## src/rtl/cell_array_launcher_pkg.sv

```systemverilog
// rtl/cell_array_launcher_pkg.sv - shared widths, FSM state encoding and program word layout
package cell_array_launcher_pkg;

  localparam int INSTR_DATA_W = 32;
  localparam int INSTR_ADDR_W = 6;
  localparam int INSTR_HOPS_W = 4;
  localparam int PROG_ADDR_W  = 10;
  localparam int TIMEOUT_W    = 20;
  localparam int DRAIN_CYC    = 16;

  typedef enum logic [2:0] {
    LS_IDLE     = 3'd0,
    LS_LOAD     = 3'd1,
    LS_DRAIN    = 3'd2,
    LS_CALL     = 3'd3,
    LS_WAIT_RET = 3'd4,
    LS_DONE     = 3'd5
  } launcher_state_e;

  typedef struct packed {
    logic [INSTR_HOPS_W-1:0] hops;
    logic [INSTR_ADDR_W-1:0] addr;
    logic [INSTR_DATA_W-1:0] data;
  } prog_word_t;

endpackage

```

## src/rtl/cell_array_launcher_if.sv

```systemverilog
// rtl/cell_array_launcher_if.sv - program buffer read port plus cell array load/call/ret signals
interface cell_array_launcher_if import cell_array_launcher_pkg::*; #(
  parameter int INSTR_DATA_WIDTH = INSTR_DATA_W,
  parameter int INSTR_ADDR_WIDTH = INSTR_ADDR_W,
  parameter int INSTR_HOPS_WIDTH = INSTR_HOPS_W,
  parameter int PROG_ADDR_WIDTH  = PROG_ADDR_W
) ();

  localparam int WORD_W = INSTR_HOPS_WIDTH + INSTR_ADDR_WIDTH + INSTR_DATA_WIDTH;

  logic                        prog_rd_en;
  logic [PROG_ADDR_WIDTH-1:0]  prog_rd_addr;
  logic [WORD_W-1:0]           prog_rd_data;
  logic [INSTR_DATA_WIDTH-1:0] instr_data_out;
  logic [INSTR_ADDR_WIDTH-1:0] instr_addr_out;
  logic [INSTR_HOPS_WIDTH-1:0] instr_hops_out;
  logic                        instr_en_out;
  logic                        call_out;
  logic                        ret_in;

  modport master (
    output prog_rd_en, prog_rd_addr,
    input  prog_rd_data,
    output instr_data_out, instr_addr_out, instr_hops_out, instr_en_out, call_out,
    input  ret_in
  );

  modport slave (
    input  prog_rd_en, prog_rd_addr,
    output prog_rd_data,
    input  instr_data_out, instr_addr_out, instr_hops_out, instr_en_out, call_out,
    output ret_in
  );

endinterface

```

## src/rtl/launcher_load_pipe.sv

```systemverilog
// rtl/launcher_load_pipe.sv - program buffer address sequencer and read-return register onto the load chain
module launcher_load_pipe import cell_array_launcher_pkg::*; #(
  parameter int INSTR_DATA_WIDTH = INSTR_DATA_W,
  parameter int INSTR_ADDR_WIDTH = INSTR_ADDR_W,
  parameter int INSTR_HOPS_WIDTH = INSTR_HOPS_W,
  parameter int PROG_ADDR_WIDTH  = PROG_ADDR_W
) (
  input  logic                        clk,
  input  logic                        rst_n,
  input  logic                        launch,
  input  logic [PROG_ADDR_WIDTH:0]    len,
  output logic                        rd_en,
  output logic [PROG_ADDR_WIDTH-1:0]  rd_addr,
  input  logic [INSTR_HOPS_WIDTH+INSTR_ADDR_WIDTH+INSTR_DATA_WIDTH-1:0] rd_data,
  output logic                        last_rd,
  output logic                        pending,
  output logic [INSTR_DATA_WIDTH-1:0] instr_data,
  output logic [INSTR_ADDR_WIDTH-1:0] instr_addr,
  output logic [INSTR_HOPS_WIDTH-1:0] instr_hops,
  output logic                        instr_en
);

  logic [PROG_ADDR_WIDTH-1:0] last_addr;
  logic                       rd_vld;
  logic [PROG_ADDR_WIDTH:0]   len_m1;

  assign len_m1  = len - {{PROG_ADDR_WIDTH{1'b0}}, 1'b1};
  assign last_rd = rd_en && (rd_addr == last_addr);
  assign pending = rd_en || rd_vld;

  always_ff @(posedge clk or negedge rst_n) begin
    if (!rst_n) begin
      rd_en      <= 1'b0;
      rd_addr    <= '0;
      last_addr  <= '0;
      rd_vld     <= 1'b0;
      instr_en   <= 1'b0;
      instr_data <= '0;
      instr_addr <= '0;
      instr_hops <= '0;
    end else begin
      rd_vld   <= rd_en;
      instr_en <= rd_vld;
      // Fields are forced to zero whenever no word is being presented.
      {instr_hops, instr_addr, instr_data} <= rd_vld ? rd_data : '0;
      if (launch) begin
        rd_en     <= 1'b1;
        rd_addr   <= '0;
        last_addr <= len_m1[PROG_ADDR_WIDTH-1:0];
      end else if (rd_en) begin
        if (last_rd) begin
          rd_en   <= 1'b0;
          rd_addr <= '0;
        end else begin
          rd_addr <= rd_addr + 1'b1;
        end
      end
    end
  end

endmodule

```

## src/rtl/cell_array_launcher.sv

```systemverilog
// rtl/cell_array_launcher.sv - load/drain/call/ret sequencer; CELL_ARRAY_LAUNCHER_WATCHDOG_EN adds the ret watchdog
module cell_array_launcher import cell_array_launcher_pkg::*; #(
  parameter int INSTR_DATA_WIDTH = INSTR_DATA_W,
  parameter int INSTR_ADDR_WIDTH = INSTR_ADDR_W,
  parameter int INSTR_HOPS_WIDTH = INSTR_HOPS_W,
  parameter int PROG_ADDR_WIDTH  = PROG_ADDR_W,
  parameter int DRAIN_CYCLES     = DRAIN_CYC,
  parameter int TIMEOUT_WIDTH    = TIMEOUT_W
) (
  input  logic                     clk,
  input  logic                     rst_n,
  input  logic                     start,
  input  logic [PROG_ADDR_WIDTH:0] prog_len,
  input  logic [TIMEOUT_WIDTH-1:0] timeout_cycles,
  output logic                     busy,
  output logic                     done,
  output logic                     timeout_err,
  cell_array_launcher_if.master    arr
);

  localparam logic [2:0] ST_IDLE     = 3'(LS_IDLE);
  localparam logic [2:0] ST_LOAD     = 3'(LS_LOAD);
  localparam logic [2:0] ST_DRAIN    = 3'(LS_DRAIN);
  localparam logic [2:0] ST_CALL     = 3'(LS_CALL);
  localparam logic [2:0] ST_WAIT_RET = 3'(LS_WAIT_RET);
  localparam logic [2:0] ST_DONE     = 3'(LS_DONE);

  localparam int DW = (DRAIN_CYCLES > 1) ? $clog2(DRAIN_CYCLES) : 1;
  localparam logic [PROG_ADDR_WIDTH:0] MAX_LEN = {1'b1, {PROG_ADDR_WIDTH{1'b0}}};

  logic [2:0]               state;
  logic [DW-1:0]            drain_cnt;
  logic [PROG_ADDR_WIDTH:0] eff_len;
  logic                     launch, last_rd, pending, wd_fire;

  assign eff_len = (prog_len > MAX_LEN) ? MAX_LEN : prog_len;
  assign launch  = (state == ST_IDLE) && start && (prog_len != '0);

  launcher_load_pipe #(
    .INSTR_DATA_WIDTH (INSTR_DATA_WIDTH),
    .INSTR_ADDR_WIDTH (INSTR_ADDR_WIDTH),
    .INSTR_HOPS_WIDTH (INSTR_HOPS_WIDTH),
    .PROG_ADDR_WIDTH  (PROG_ADDR_WIDTH)
  ) u_load_pipe (
    .clk        (clk),
    .rst_n      (rst_n),
    .launch     (launch),
    .len        (eff_len),
    .rd_en      (arr.prog_rd_en),
    .rd_addr    (arr.prog_rd_addr),
    .rd_data    (arr.prog_rd_data),
    .last_rd    (last_rd),
    .pending    (pending),
    .instr_data (arr.instr_data_out),
    .instr_addr (arr.instr_addr_out),
    .instr_hops (arr.instr_hops_out),
    .instr_en   (arr.instr_en_out)
  );

`ifdef CELL_ARRAY_LAUNCHER_WATCHDOG_EN
  logic [TIMEOUT_WIDTH-1:0] wd_limit, wd_cnt;

  assign wd_fire = (wd_limit != '0) && (wd_cnt == wd_limit - 1'b1);

  always_ff @(posedge clk or negedge rst_n) begin
    if (!rst_n) begin
      wd_limit <= '0;
      wd_cnt   <= '0;
    end else begin
      if ((state == ST_IDLE) && start) wd_limit <= timeout_cycles;
      wd_cnt <= (state == ST_WAIT_RET) ? wd_cnt + 1'b1 : '0;
    end
  end
`else
  logic unused_timeout;

  assign unused_timeout = ^timeout_cycles;
  assign wd_fire        = 1'b0;
`endif

  always_ff @(posedge clk or negedge rst_n) begin
    if (!rst_n) begin
      state        <= ST_IDLE;
      drain_cnt    <= '0;
      busy         <= 1'b0;
      done         <= 1'b0;
      timeout_err  <= 1'b0;
      arr.call_out <= 1'b0;
    end else begin
      done         <= 1'b0;
      arr.call_out <= 1'b0;
      case (state)
        ST_IDLE: if (start) begin
          busy        <= 1'b1;
          timeout_err <= 1'b0;
          drain_cnt   <= '0;
          state       <= (prog_len == '0) ? ST_DRAIN : ST_LOAD;
        end
        ST_LOAD: if (last_rd) state <= ST_DRAIN;
        // The quiet window starts once no read is in flight; its last cycle is the CALL state.
        ST_DRAIN: if (!pending) begin
          if (drain_cnt == DW'(DRAIN_CYCLES - 1)) state <= ST_CALL;
          else drain_cnt <= drain_cnt + 1'b1;
        end
        ST_CALL: begin
          arr.call_out <= 1'b1;
          state        <= ST_WAIT_RET;
        end
        ST_WAIT_RET: if (arr.ret_in || wd_fire) begin
          done        <= 1'b1;
          timeout_err <= !arr.ret_in;
          state       <= ST_DONE;
        end
        default: begin
          busy  <= 1'b0;
          state <= ST_IDLE;
        end
      endcase
    end
  end

endmodule

```

## src/flat_wrapper.sv

```systemverilog
// flat-port wrapper written by rule: the top's interface ports become plain ports
module cell_array_launcher_flat import cell_array_launcher_pkg::*;
#(
  parameter int INSTR_DATA_WIDTH = INSTR_DATA_W,
  parameter int INSTR_ADDR_WIDTH = INSTR_ADDR_W,
  parameter int INSTR_HOPS_WIDTH = INSTR_HOPS_W,
  parameter int PROG_ADDR_WIDTH  = PROG_ADDR_W,
  parameter int DRAIN_CYCLES     = DRAIN_CYC,
  parameter int TIMEOUT_WIDTH    = TIMEOUT_W
)
  (clk, rst_n, start, prog_len, timeout_cycles, busy, done, timeout_err, arr_prog_rd_en, arr_prog_rd_addr, arr_prog_rd_data, arr_instr_data_out, arr_instr_addr_out, arr_instr_hops_out, arr_instr_en_out, arr_call_out, arr_ret_in);
  cell_array_launcher_if #(.INSTR_DATA_WIDTH(INSTR_DATA_WIDTH), .INSTR_ADDR_WIDTH(INSTR_ADDR_WIDTH), .INSTR_HOPS_WIDTH(INSTR_HOPS_WIDTH), .PROG_ADDR_WIDTH(PROG_ADDR_WIDTH)) arr_i ();
  input  logic clk;
  input  logic rst_n;
  input  logic start;
  input  logic [PROG_ADDR_WIDTH:0] prog_len;
  input  logic [TIMEOUT_WIDTH-1:0] timeout_cycles;
  output logic busy;
  output logic done;
  output logic timeout_err;
  output wire logic [$bits(arr_i.prog_rd_en)-1:0] arr_prog_rd_en;
  output wire logic [$bits(arr_i.prog_rd_addr)-1:0] arr_prog_rd_addr;
  input wire logic [$bits(arr_i.prog_rd_data)-1:0] arr_prog_rd_data;
  output wire logic [$bits(arr_i.instr_data_out)-1:0] arr_instr_data_out;
  output wire logic [$bits(arr_i.instr_addr_out)-1:0] arr_instr_addr_out;
  output wire logic [$bits(arr_i.instr_hops_out)-1:0] arr_instr_hops_out;
  output wire logic [$bits(arr_i.instr_en_out)-1:0] arr_instr_en_out;
  output wire logic [$bits(arr_i.call_out)-1:0] arr_call_out;
  input wire logic [$bits(arr_i.ret_in)-1:0] arr_ret_in;
  assign arr_prog_rd_en = arr_i.prog_rd_en;
  assign arr_prog_rd_addr = arr_i.prog_rd_addr;
  assign arr_i.prog_rd_data = arr_prog_rd_data;
  assign arr_instr_data_out = arr_i.instr_data_out;
  assign arr_instr_addr_out = arr_i.instr_addr_out;
  assign arr_instr_hops_out = arr_i.instr_hops_out;
  assign arr_instr_en_out = arr_i.instr_en_out;
  assign arr_call_out = arr_i.call_out;
  assign arr_i.ret_in = arr_ret_in;
  cell_array_launcher #(.INSTR_DATA_WIDTH(INSTR_DATA_WIDTH), .INSTR_ADDR_WIDTH(INSTR_ADDR_WIDTH), .INSTR_HOPS_WIDTH(INSTR_HOPS_WIDTH), .PROG_ADDR_WIDTH(PROG_ADDR_WIDTH), .DRAIN_CYCLES(DRAIN_CYCLES), .TIMEOUT_WIDTH(TIMEOUT_WIDTH)) u_core (.clk(clk), .rst_n(rst_n), .start(start), .prog_len(prog_len), .timeout_cycles(timeout_cycles), .busy(busy), .done(done), .timeout_err(timeout_err), .arr(arr_i));
endmodule
```

## config.mk

```make
export PLATFORM = sky130hd
export DESIGN_NAME = cell_array_launcher_flat
export DESIGN_NICKNAME = d
export VERILOG_FILES = /design/src/rtl/cell_array_launcher_pkg.sv /design/src/rtl/cell_array_launcher_if.sv /design/src/rtl/launcher_load_pipe.sv /design/src/rtl/cell_array_launcher.sv /design/src/flat_wrapper.sv
export SDC_FILE = /design/constraint.sdc
export NUM_CORES = 1
export LEC_CHECK = 0
export BUFFER_PORTS_ARGS = -buffer_cell sky130_fd_sc_hd__buf_2
export CAP_MARGIN = 30
export CORE_MARGIN = 10
export CORE_UTILIZATION = 45
export DETAILED_ROUTE_END_ITERATION = 6
export PLACE_DENSITY = 0.83
export SLEW_MARGIN = 15
export SYNTH_ARGS = -nofsm -noshare
export SYNTH_HDL_FRONTEND = slang
export SYNTH_SLANG_ARGS = --single-unit
```

## constraint.sdc

```tcl
create_clock -name clk -period 2.5 [get_ports clk]
set_input_delay 0.5 -clock clk [delete_from_list [all_inputs] [get_ports clk]]
set_output_delay 0.5 -clock clk [all_outputs]
set_load 0.1 [all_outputs]
```

==> flow_summary.ini, run 1 <==
[critical_path]
critPathMaxFanout = 18
crit_start = u_core.state[1]
rr_startpoint = u_core.state[1]
required_ns = 2.77
max_stage_delay_ns = 0.62
start_kind = flop
cp-end-kind = flop
crit_chain = or4b_4 > a31oi_4 > buf_4 > nor2_1 > a41oi_1
crit_type = reg2reg
slowest_stage = or4b_4
cp.arrival_ns = 2.26

[die]
chipWidth_um = 104.4
start_util_pct = 46.70
ios = 135
die_h_um = 104.4
core_um2 = 6869
fp-row-count = 30
dieArea_um2 = 10910

[synthesis]
netlist_top_cells_count = 76 x dfrtp_1, 42 x and2_1, 17 x nor2_1, 17 x xnor2_1, 16 x nand2_1
ys_types = 46
yosys-top-cells-area = dfrtp_1 59%, and2_1 8.2%, xnor2_1 4.6%
syn-cell-area_um2 = 3208
ys_seq_area_share_pct = 59.28
synth.largest_area_cell = dfrtp_1
synthFlopType = dfrtp_1
syn_avg_cell_area_um2 = 11.67
yosys.area.top_type_share_pct = 59.28
synth-seq-cells = 76
synth_warnings = 0
postSynthCellCount = 275
async_reset_ff_share_pct = 100.0
synth_nets = 355
yosysMostFrequentCell = dfrtp_1
synth_edf_count = 0

[place]
gp_congestion = 0.8388
placed_area_um2 = 3872
post-dp-hpwl_mm = 5.872
portBuffers = 114

[cells_and_area]
syn2layout_area_growth_pct = 29.02
stdcell_area_um2 = 4139
nNetsFinal = 475
drive_above_1_share_pct = 36.25
diodes = 0

[grt]
overflow = 0
grt_pass1_wl_mm = 12.81
grt_antenna_before_repair = 0
first_global_vias = 2602
grt_max_degree = 77
grtUsageTotal_pct = 14.36

[sta]
fin_crit_sh_pct = 79.55
slew_headroom_pct = 64.72
max_freq_mhz = 502.9
finalCriticalPeriod_ns = 1.989
finalHoldViolations = 0
setup_violations = 0
worstMarginPinSlew_ns = 0.5248
maxSlewViolCount = 0
rsz0062_at_grt = false
setup_tns_ns = 0
fin_skew_ns = 0.007901

[power]
p_comb_share_pct = 40.4
net-switching-power_mw = 2.124
p_leak_nw = 1.906
intPower_mw = 2.558
p_seq_share_pct = 35.6
p_clk_share_pct = 24.0
peakVddDrop_uv = 437.6
swShare_pct = 45.36
power_density_nw_per_um2 = 1131

[clocking]
clock-sinks = 76
clkLatencyLatePin_ns = 0.35
cts.htree.levels = 3
cts_buffer_depth = 2
cts_hold_buf = 0
cts_tree = yes
post_cts_buffers = 0
clockRootBuffer = clkbuf_8
cts.clk_slew.worst_paths_ns = 0.08
numCtsBuffers = 9
cts_resized = 0

[status]
outcome = complete, no violations

[routing]
wirelength_mm = 7.672
drt_iter0_drc = 125
avgViaCountPerCell = 4.988
vias = 2474
routedWlPerCell_um = 15.47
ant_nets = 0
first_pass_iters = 4
drc = 0

[job]
max-cap-violations = 0

[worst_hold_path]
min_path_type = in2async
==> kinds of logic (layout without fill, tap and decap cells) <==
group	count (synthesis)	in the layout	share of synthesized area [%]
simple gates	124	124	23.05
mux	2	2	0.7020
fa+ha+maj	3	3	1.170
buf+inv	14	139	2.184
xor+xnor	21	21	5.733
flops	76	76	59.28
compound gates	35	35	7.879
==> registers in the layout (all words and copies together) (netlist names) <==
signal,flops
u_core.arr.call_out,1
u_core.timeout_err,1
u_core.u_load_pipe.instr_data,32
u_core.u_load_pipe.rd_vld,1
u_core.u_load_pipe.instr_en,1
u_core.u_load_pipe.rd_addr,10
u_core.busy,1
u_core.drain_cnt,4
u_core.u_load_pipe.rd_en,1
u_core.done,1
u_core.state,3
u_core.u_load_pipe.last_addr,10
u_core.u_load_pipe.instr_hops,4
u_core.u_load_pipe.instr_addr,6
==> per-stage QoR <==
stage | utilization [%] | hold slack, ns | power (mW) | cells | worst slack (ns)
global route | 60.26 | 0.03523 | 4.913 | 496 | 0.3742
floorplan | - | 0.2044 | 3.230 | 275 | 0.2277
detailed placement | 56.38 | 0.4850 | 3.596 | 479 | 0.2322
CTS | 59.85 | 0.3196 | 4.720 | 495 | 0.5076
global placement | 56.38 | 0.4856 | 3.563 | 479 | 0.2817
finish | 60.26 | 0.03367 | 4.682 | 496 | 0.5114
==> critical path: cells and delay by family (launching register included) <==
family	cells	cell delay (ns)
compound gates	2	0.46
buf+inv	1	0.28
flops	1	0.49
simple gates	2	0.68
==> power groups by stage <==
stage               registers, mW  clock network, mW  logic (mW)
finish                       1.67               1.12        1.89
global route                 1.70               1.21        2.00
CTS                          1.67               1.14        1.91
detailed placement           1.69                  0        1.90
global placement             1.68                  0        1.88
floorplan                    2.67                  0       0.560
==> final cells by class <==
cell class              count  area (um2)
repair buffers            118       623.1
well taps                  96       120.1
multi-input cells         185        1236
inverters                   5       18.77
flip-flops and latches     76        1902
clock inverters             6       111.4
clock buffers              10       127.6
fillers                   599        2730
==> layout by cell type, fill, tap and decap left out, types with 4 or more instances in the layout <==
master / count
nor3_1: 12
o21ai_0: 7
inv_1: 5
xor2_1: 4
buf_2: 113
nor2_1: 17
a21oi_1: 4
a31oi_1: 5
nand4_1: 6
and2_1: 42
dfrtp_1: 76
nand2b_1: 4
clkbuf_8: 9
buf_4: 4
nand3_1: 4
nand2_1: 16
xnor2_1: 17
==> path summary, 6_finish.rpt <==
path,to,cells past startpoint,slack (ns)
min in group clk,u_core.u_load_pipe.instr_hops[1],2,0.36
max,u_core.u_load_pipe.last_addr[3],5,0.51
min,u_core.arr.call_out,1,0.03
min reg2reg,u_core.timeout_err,1,0.51
max in group asynchronous,u_core.u_load_pipe.rd_en,2,1.90
max reg2reg,u_core.u_load_pipe.last_addr[3],5,0.51
==> metal layers <==
metal / track usage [%] / routed length, um / vias up
met5: 0 / 0 / -
met4: 5.666 / 131 / 0
met3: 6.010 / 607 / 11
met2: 23.90 / 3749 / 79
met1: 15.83 / 3184 / 1190
li1: - / - / 1194
(Power assumes the default switching activity.)
==> run 2, diff against run 1 <==
--- a/config.mk
+++ b/config.mk
@@ -5,12 +5,13 @@
 export SDC_FILE = /design/constraint.sdc
 export NUM_CORES = 1
 export LEC_CHECK = 0
+export ABC_AREA = 1
 export BUFFER_PORTS_ARGS = -buffer_cell sky130_fd_sc_hd__buf_2
 export CAP_MARGIN = 30
 export CORE_MARGIN = 10
 export CORE_UTILIZATION = 45
 export DETAILED_ROUTE_END_ITERATION = 6
-export PLACE_DENSITY = 0.83
+export PLACE_DENSITY = 0.82
 export SLEW_MARGIN = 15
 export SYNTH_ARGS = -nofsm -noshare
 export SYNTH_HDL_FRONTEND = slang
==> constraint.sdc (replaced) <==
create_clock -name clk -period 1.9 [get_ports clk]
set_input_delay 0.38 -clock clk [delete_from_list [all_inputs] [get_ports clk]]
set_output_delay 0.38 -clock clk [all_outputs]
set_load 0.1 [all_outputs]
==> run 2 against run 1 <==
Effect of this change:
- global-route usage up 0.67 points
- combinational power up 110%
- cell area is 6.1% higher
- critical path type is now reg2out
- sequential power grew 43%
- cell count grew 26%
- first-iteration DRC count is 23% lower
- clock power is 22% higher
- critical path depth is 4 lower
- worst setup slack worse by 0.30 ns
- synthesized cell count increased by 45%
- synthesized area is 7.7% higher
==> flow_summary.ini, run 2 <==
[sta]
fin_skew_ns = 0.005969
rsz0062_at_grt = false
slew_headroom_pct = 66.30
finalHoldViolations = 0
fin_crit_sh_pct = 88.94
max_freq_mhz = 591.8
setup_violations = 0
setup_tns_ns = 0
finalCriticalPeriod_ns = 1.690
worstMarginPinSlew_ns = 0.5090
maxSlewViolCount = 0

[critical_path]
start_kind = flop
r2r-end = u_core.u_load_pipe.rd_addr[8]
required_ns = 1.52
r2r_slack_ns = 0.35
reg2regPathDepth = 7
max_stage_delay_ns = 0.48
rr_startpoint = u_core.u_load_pipe.rd_addr[0]
cp.arrival_ns = 1.31
crit_start = u_core.u_load_pipe.rd_addr[5]
critPathMaxFanout = 6
cp_top_family = flip-flops
slowest_stage = dfrtp_1
crit_chain = buf_2
cp_num_buf_inv = 1
crit_type = reg2out
cp-end-kind = output pin

[status]
outcome = complete, no violations

[synthesis]
synth_warnings = 0
ys_seq_area_share_pct = 55.05
synth.largest_area_cell = dfrtp_1
postSynthCellCount = 400
yosysMostFrequentCell = nand2_1
synthFlopType = dfrtp_1
synth_nets = 480
ys_types = 37
syn_avg_cell_area_um2 = 8.636
async_reset_ff_share_pct = 100.0
netlist_top_cells_count = 99 x nand2_1, 77 x inv_1, 76 x dfrtp_1
yosys.area.top_type_share_pct = 55.05
synth-seq-cells = 76
yosys-top-cells-area = dfrtp_1 55%, nand2_1 11%, inv_1 8.4%
synth_edf_count = 0
syn-cell-area_um2 = 3455

[place]
numPlacedInstances = 609
post-dp-hpwl_mm = 6.511
portBuffers = 114
gp_congestion = 0.9038

[clocking]
cts_tree = yes
clockRootBuffer = clkbuf_8
cts.clk_slew.worst_paths_ns = 0.09
numCtsBuffers = 9
clock-sinks = 76
clkLatencyLatePin_ns = 0.35
cts_buffer_depth = 2
post_cts_buffers = 0
cts.htree.levels = 3

[grt]
grt_max_degree = 44
grt_pass1_wl_mm = 13.94
grt_antenna_before_repair = 2
first_global_vias = 2985
grtUsageTotal_pct = 15.03
overflow = 0

[die]
die_h_um = 107.6
dieArea_um2 = 11580
ios = 135
core_um2 = 7370
chipWidth_um = 107.6
start_util_pct = 46.88
fp-row-count = 31

[worst_hold_path]
hold_path_depth = 3
min_path_type = in2reg
min-delay-start = arr_prog_rd_data[30]
whs_endpoint = u_core.u_load_pipe.instr_data[30]

[power]
p_clk_share_pct = 17.8
peakVddDrop_uv = 1083
swShare_pct = 53.91
p_comb_share_pct = 51.1
net-switching-power_mw = 4.134
finalPower_mw = 7.669
p_leak_nw = 2.481
intPower_mw = 3.534
p_seq_share_pct = 31.1
power_density_nw_per_um2 = 1746

[cells_and_area]
final_cells = 627
layout_common_cells = 113 x buf_2, 99 x nand2_1, 77 x inv_1, 70 x dfrtp_1, 29 x nor2_1
regMostFlops = u_core.u_load_pipe.instr_data
final_common_cell = buf_2
largest_reg_flops = 32
drive_above_1_share_pct = 31.50
syn2layout_area_growth_pct = 27.13
reg_top3 = u_core.u_load_pipe.instr_data x32, u_core.u_load_pipe.last_addr x10, u_core.u_load_pipe.rd_addr x10
nNetsFinal = 602

[routing]
routedWlPerCell_um = 13.29
drc = 0
wirelength_mm = 8.332
first_pass_iters = 4
ant_nets = 0
vias = 2908
avgViaCountPerCell = 4.638
drt_iter0_drc = 96

[job]
max-cap-violations = 0
-- run 2: cell type report --
class,count,area (um2)
fillers,638,2978
flip-flops and latches,76,1909
multi-input cells,232,1181
repair buffers,121,640.6
inverters,82,310.3
clock buffers,9,123.9
well taps,99,123.9
clock inverters,7,100.1
diodes,1,2.502
-- run 2: per-layer routing --
| metal | vias to the layer above | GRT usage, % | wire length, um |
|---|---|---|---|
| li1 | 1468 | - | - |
| met1 | 1319 | 16.55 | 3276 |
| met2 | 104 | 23.94 | 3963 |
| met3 | 15 | 7.485 | 935 |
| met4 | 2 | 6.679 | 146 |
| met5 | - | 0 | 10 |
-- run 2: worst max-delay path by stage --
stage | endpoint | slack, ns | cells past startpoint
after floorplan | u_core.u_load_pipe.rd_addr[9] | 0.01 | 7
after global placement | u_core.u_load_pipe.last_addr[4] | 0.12 | 10
after detailed placement | u_core.u_load_pipe.last_addr[4] | 0.07 | 10
after CTS | arr_prog_rd_addr[5] | 0.19 | 1
after global routing | arr_prog_rd_addr[5] | 0.16 | 1
final | arr_prog_rd_addr[5] | 0.21 | 1
-- run 2: timing repair --
item                      CTS  global route
hold buffers                1             0
hold endpoints to repair   14             0
gates resized for setup     0             0
-- run 2: cells by family after synthesis --
logic type                 count (synthesis)  synth area share (%)
AOI/OAI and AO/OA                         39                 7.208
xor gates and xnor gates                  11                 2.789
adders and majority gates                  3                 1.087
buffers and inverters                     92                 10.76
DFF                                       76                 55.05
and+or+nand+nor                          179                 23.11
-- run 2: power groups by stage --
stage          registers (mW)  clock network (mW)  logic, mW
5_1_grt                  2.45                1.47       4.21
3_5_place_dp             2.41                   0       3.94
6_report                 2.38                1.37       3.92
2_1_floorplan            4.62                   0      0.976
3_3_place_gp             2.39                   0       3.87
4_1_cts                  2.38                1.40       3.95
-- run 2: per-stage QoR --
| step | area (um2) | utilization, % | hold WS (ns) | setup slack (ns) |
|---|---|---|---|---|
| 6_report | 4392 | 59.59 | 0.2091 | 0.2102 |
| 5_1_grt | 4392 | 59.59 | 0.1976 | 0.1629 |
| 4_1_cts | 4389 | 59.56 | 0.1920 | 0.1912 |
| 3_5_place_dp | 4155 | 56.38 | 0.2591 | 0.06711 |
| 3_3_place_gp | 4155 | 56.38 | 0.2583 | 0.1170 |
| 2_1_floorplan | 3462 | - | 0.08441 | 0.01225 |
